==> src/rtl/alu_share_arbiter.sv <==
// alu_share_arbiter: round-robin front end sharing one combinational ALU
// among NREQ requesters. Accept in IDLE, one EXEC cycle, held response.
// Optional build macro ALU_ARB_OPCHECK_EN adds rsp_err and lets undefined
// ALU codes (> 4'b0101) bypass EXEC with a fixed error response.
module alu_share_arbiter #(
  parameter int unsigned NREQ  = 2,
  parameter int unsigned WIDTH = 32,
  parameter int unsigned IDW   = (NREQ > 1) ? $clog2(NREQ) : 1
) (
  input  logic                  clk,
  input  logic                  reset,
  input  logic [NREQ-1:0]       req_valid,
  output logic [NREQ-1:0]       req_ready,
  input  logic [NREQ*WIDTH-1:0] req_a,
  input  logic [NREQ*WIDTH-1:0] req_b,
  input  logic [NREQ*4-1:0]     req_ctrl,
  output logic [WIDTH-1:0]      alu_a,
  output logic [WIDTH-1:0]      alu_b,
  output logic [3:0]            alu_ctrl,
  input  logic [WIDTH-1:0]      alu_result,
  input  logic                  alu_zero,
  output logic                  rsp_valid,
  input  logic                  rsp_ready,
  output logic [IDW-1:0]        rsp_id,
  output logic [WIDTH-1:0]      rsp_result,
  output logic                  rsp_zero,
`ifdef ALU_ARB_OPCHECK_EN
  output logic                  rsp_err,
`endif
  output logic                  busy
);

  typedef enum logic [1:0] {IDLE, EXEC, RESP} state_t;

  state_t           state, next_state;
  logic [IDW-1:0]   rr_ptr;
  logic [IDW-1:0]   id_q;
  logic [IDW-1:0]   win;
  logic [IDW-1:0]   cand;
  logic             any_req;
  logic             accept;
  logic [WIDTH-1:0] a_q, b_q;
  logic [3:0]       ctrl_q;
  logic [WIDTH-1:0] sel_a, sel_b;
  logic [3:0]       sel_ctrl;
`ifdef ALU_ARB_OPCHECK_EN
  logic             illegal;
`endif

  // Round-robin search starting one past the last winner, wrapping at NREQ-1.
  always_comb begin
    any_req = 1'b0;
    win     = '0;
    cand    = rr_ptr;
    for (int unsigned k = 0; k < NREQ; k++) begin
      cand = (cand == IDW'(NREQ - 1)) ? '0 : cand + 1'b1;
      if (!any_req && req_valid[cand]) begin
        any_req = 1'b1;
        win     = cand;
      end
    end
  end

  // Select the winner's operand slices.
  always_comb begin
    sel_a    = '0;
    sel_b    = '0;
    sel_ctrl = '0;
    for (int unsigned i = 0; i < NREQ; i++) begin
      if (win == IDW'(i)) begin
        sel_a    = req_a[i*WIDTH +: WIDTH];
        sel_b    = req_b[i*WIDTH +: WIDTH];
        sel_ctrl = req_ctrl[i*4 +: 4];
      end
    end
  end

`ifdef ALU_ARB_OPCHECK_EN
  assign illegal = (sel_ctrl > 4'b0101);
`endif

  assign accept    = (state == IDLE) && any_req;
  assign alu_a     = a_q;
  assign alu_b     = b_q;
  assign alu_ctrl  = ctrl_q;
  assign rsp_valid = (state == RESP);
  assign busy      = (state != IDLE);

  // One-hot accept strobe, only offered while idle.
  always_comb begin
    req_ready = '0;
    if (accept) req_ready[win] = 1'b1;
  end

  // State register.
  always_ff @(posedge clk) begin
    if (reset) state <= IDLE;
    else       state <= next_state;
  end

  // Next-state logic.
  always_comb begin
    next_state = state;
    unique case (state)
      IDLE: begin
        if (any_req) begin
`ifdef ALU_ARB_OPCHECK_EN
          next_state = illegal ? RESP : EXEC;
`else
          next_state = EXEC;
`endif
        end
      end
      EXEC:    next_state = RESP;
      RESP:    if (rsp_ready) next_state = IDLE;
      default: next_state = IDLE;
    endcase
  end

  // Operand latching, round-robin pointer and response capture.
  always_ff @(posedge clk) begin
    if (reset) begin
      rr_ptr     <= IDW'(NREQ - 1);
      id_q       <= '0;
      a_q        <= '0;
      b_q        <= '0;
      ctrl_q     <= '0;
      rsp_id     <= '0;
      rsp_result <= '0;
      rsp_zero   <= 1'b0;
`ifdef ALU_ARB_OPCHECK_EN
      rsp_err    <= 1'b0;
`endif
    end else begin
      if (accept) begin
        rr_ptr <= win;
        id_q   <= win;
`ifdef ALU_ARB_OPCHECK_EN
        if (illegal) begin
          // Undefined code: respond directly, ALU operands left untouched.
          rsp_id     <= win;
          rsp_result <= '0;
          rsp_zero   <= 1'b1;
          rsp_err    <= 1'b1;
        end else begin
          a_q    <= sel_a;
          b_q    <= sel_b;
          ctrl_q <= sel_ctrl;
        end
`else
        a_q    <= sel_a;
        b_q    <= sel_b;
        ctrl_q <= sel_ctrl;
`endif
      end
      if (state == EXEC) begin
        rsp_result <= alu_result;
        rsp_zero   <= alu_zero;
        rsp_id     <= id_q;
`ifdef ALU_ARB_OPCHECK_EN
        rsp_err    <= 1'b0;
`endif
      end
    end
  end

endmodule
==> config.mk <==
export PLATFORM = sky130hd
export DESIGN_NAME = alu_share_arbiter
export DESIGN_NICKNAME = d
export VERILOG_FILES = /design/src/rtl/alu_share_arbiter.sv
export SDC_FILE = /design/constraint.sdc
export NUM_CORES = 1
export LEC_CHECK = 0
export ABC_AREA = 1
export CAP_MARGIN = 40
export CELL_PAD_IN_SITES_DETAIL_PLACEMENT = 1
export CELL_PAD_IN_SITES_GLOBAL_PLACEMENT = 1
export CORE_ASPECT_RATIO = 0.5
export CORE_MARGIN = 10
export CORE_UTILIZATION = 26
export DETAILED_ROUTE_END_ITERATION = 7
export GPL_TIMING_DRIVEN = 0
export PLACE_DENSITY = 0.95
export SYNTH_ARGS = -nofsm -noshare
export SYNTH_HDL_FRONTEND = slang
export SYNTH_SLANG_ARGS = --single-unit
==> constraint.sdc <==
create_clock -name clk -period 2 [get_ports clk]
set_input_delay 0.3 -clock clk [delete_from_list [all_inputs] [get_ports clk]]
set_output_delay 0.3 -clock clk [all_outputs]
set_load 0.01 [all_outputs]
==> run metrics <==
power per standard cell area=761 nW/um^2; Synth warnings=0; fin nets=1153; final hold violations=0; commonest non-fill, non-tap cell in the layout=nand2_1; Max stage delay on crit path=0.38 ns; Die Y=114 microns; Leak=3.31 nW; Slew Viols, Final=0; slowest library cell on the worst path=dfxtp_1; maximum fanout along the worst path=12; FF-to-FF Start=state[1]; VDD IR max=0.000525 V; initial antenna violation count=1; crit-path cells=nand2_4, nand2_8, inv_1, nand2_1, inv_1, dlygate4sd2_1; CP Launch Type=flop; largest net degree at the start of global routing=25; clk buf depth=2; hpwl dp=18.5 mm; share of layout cells above drive strength 1=4.98%; DRT iter0 DRCs=338; Worst path depth=6; Seq cells post-synth=106; synth unique cells=15; multi-input logic area=2240 sq um; PortBufs=277; outcome=finished, final reports clean; kind of critical path=flop to output port; largest cells by area after synthesis=dfxtp_1 (46%), nand2_1 (23%), a21oi_1 (7.6%), nand3_1 (7.5%), nor2_1 (5.8%); fill count=2169; first-pass GRT wire length=34.5 mm; Critical path origin=rr_ptr; CP Capture Point=req_ready[1]; syn_nets=866; worst path required time=1.70 ns; commonest non-fill, non-tap cells in the layout=nand2_1 (277), clkdlybuf4s50_1 (274), dfxtp_1 (106); Final min period=1.86 ns; Cell Area, Synth=4610 sq um; Achievable Freq=538 MHz; remaining routing DRC violations=0; fin cells=1219; Critical Path Most Common Cell=inv_1; register area share after synthesis=46.1%; CTS Buf Count=9; CP bufs+invs=3; CTS H-Tree Depth=3; Post-CTS Setup Bufs=0; Sequential Area=2120 sq um; P&R area growth vs syn=73.6%; WP data arrival=1.56 ns; die area=23800 sq um; FF-to-FF setup slack=0.44 ns; post-synth top area share=46.1%; cell count of the worst reg-to-reg path=6; Die X=208 microns; routed len/inst=18.8 microns; # rows=34; worst r2r dst=rsp_result[27]; Synth area leader=dfxtp_1; CP Capture Type=output port; max_cap viols=0; CTS Hold Bufs=0; GRT Util Overall=18.1%; Final Wtd Congestion=0.837; vias after detailed routing=5776; Setup Skew=0.0123 ns; root buffer cell=clkbuf_16; crit share post-route=92.9%; worst-margin pin slew=0.524 ns; Antenna Violating Nets Remaining=0; number of global-route vias before repair=6265; CTS Sinks=106; Final setup viols=0; top-level I/O count=280; initial core utilization=26.5%; worst hold path type=primary input to flop; CP delay by family, top=simple AND/OR/NAND/NOR gates; RSZ-0062 raised after global routing=false; clk_lat worst skew=0.35 ns; Fin Hold WS=0.426 ns; via/cell ratio=4.74; synthesized instance count=692; core box area=17400 sq um; drt pass-1 iters=4; Slew headroom=65.1%; CTS tree=yes; wirelength, routed=23.0 mm; syn avg cell area=6.66 sq um; total gr overflow=0; clock-pin slew on the worst setup and hold paths=0.08 ns; dpl cells=1203
## metal layers
layer	wire (microns)	track usage, %	share of wire (%)
met5	0	0	0
met4	1420	11.7	6.2
met3	1010	4.22	4.4
met2	12400	34.7	54
met1	8090	17.3	35
## layout make-up
cell class	instances	area share [%]
sequential	106	26.5
antenna	1	0.0313
clock inverter	7	1.05
multi-input combinational	526	28.0
inverter	8	0.376
tap	234	3.66
clock buffer	9	2.82
buffer	51	2.90
timing repair buffer	277	34.6
## logic make-up after synthesis
family          Yosys count  share of synthesized area [%]
compound gates          105                           11.7
buf+inv                  61                           6.00
flops                   106                           46.1
simple gates            420                           36.3
## state kept, by name (all words and copies together) (netlist names)
| signal | count |
|---|---|
| rr_ptr | 1 |
| alu_ctrl | 4 |
| state | 2 |
| id_q | 1 |
| alu_a | 32 |
| rsp_result | 32 |
| rsp_id | 1 |
| rsp_zero | 1 |
| alu_b | 32 |
## through the flow
| stage | cell area (sq um) | setup WS [ns] | TNS, ns | power [mW] | utilization, % |
|---|---|---|---|---|---|
| 6_report | 8000 | 0.143 | 0 | 6.08 | 46.1 |
| 3_3_place_gp | 7670 | -0.632 | -1.23 | 4.17 | 44.2 |
| 4_1_cts | 7990 | 0.0181 | 0 | 6.14 | 46.0 |
| 5_1_grt | 8000 | 0.0353 | 0 | 6.41 | 46.1 |
| 2_1_floorplan | 4610 | 0.613 | 0 | 3.20 | - |
| 3_5_place_dp | 7670 | -0.685 | -1.59 | 4.25 | 44.2 |
## report_power, final
group | switching, mW | internal (mW)
combinational | 0.886 | 0.889
clock | 0.879 | 0.995
sequential | 0.116 | 2.32
## synth_stat cells (all sizes together)
library cell / number
nand3: 69
buf: 28
clkbuf: 25
a21oi: 70
nor2: 72
inv: 7
nand2: 279
clkinv: 1
o21ai: 35
dfxtp: 106
## worst min-delay path by stage
stage	start	to	slack (ns)	cells past startpoint
after floorplan	id_q	id_q	0.44	2
after CTS	reset	alu_a[18]	0.44	2
after global routing	reset	alu_a[18]	0.45	2
after detailed placement	alu_ctrl[3]	alu_ctrl[3]	0.46	2
after global placement	alu_b[31]	alu_b[31]	0.45	2
final	reset	alu_a[18]	0.43	2
## repair_timing
action	4_1_cts	5_1_grt
gates cloned	0	1
resized for setup	7	2
endpoints found under the setup margin	2	2
endpoints found under the hold margin	0	0
pin swaps	1	1
(Power assumes the default switching activity.)
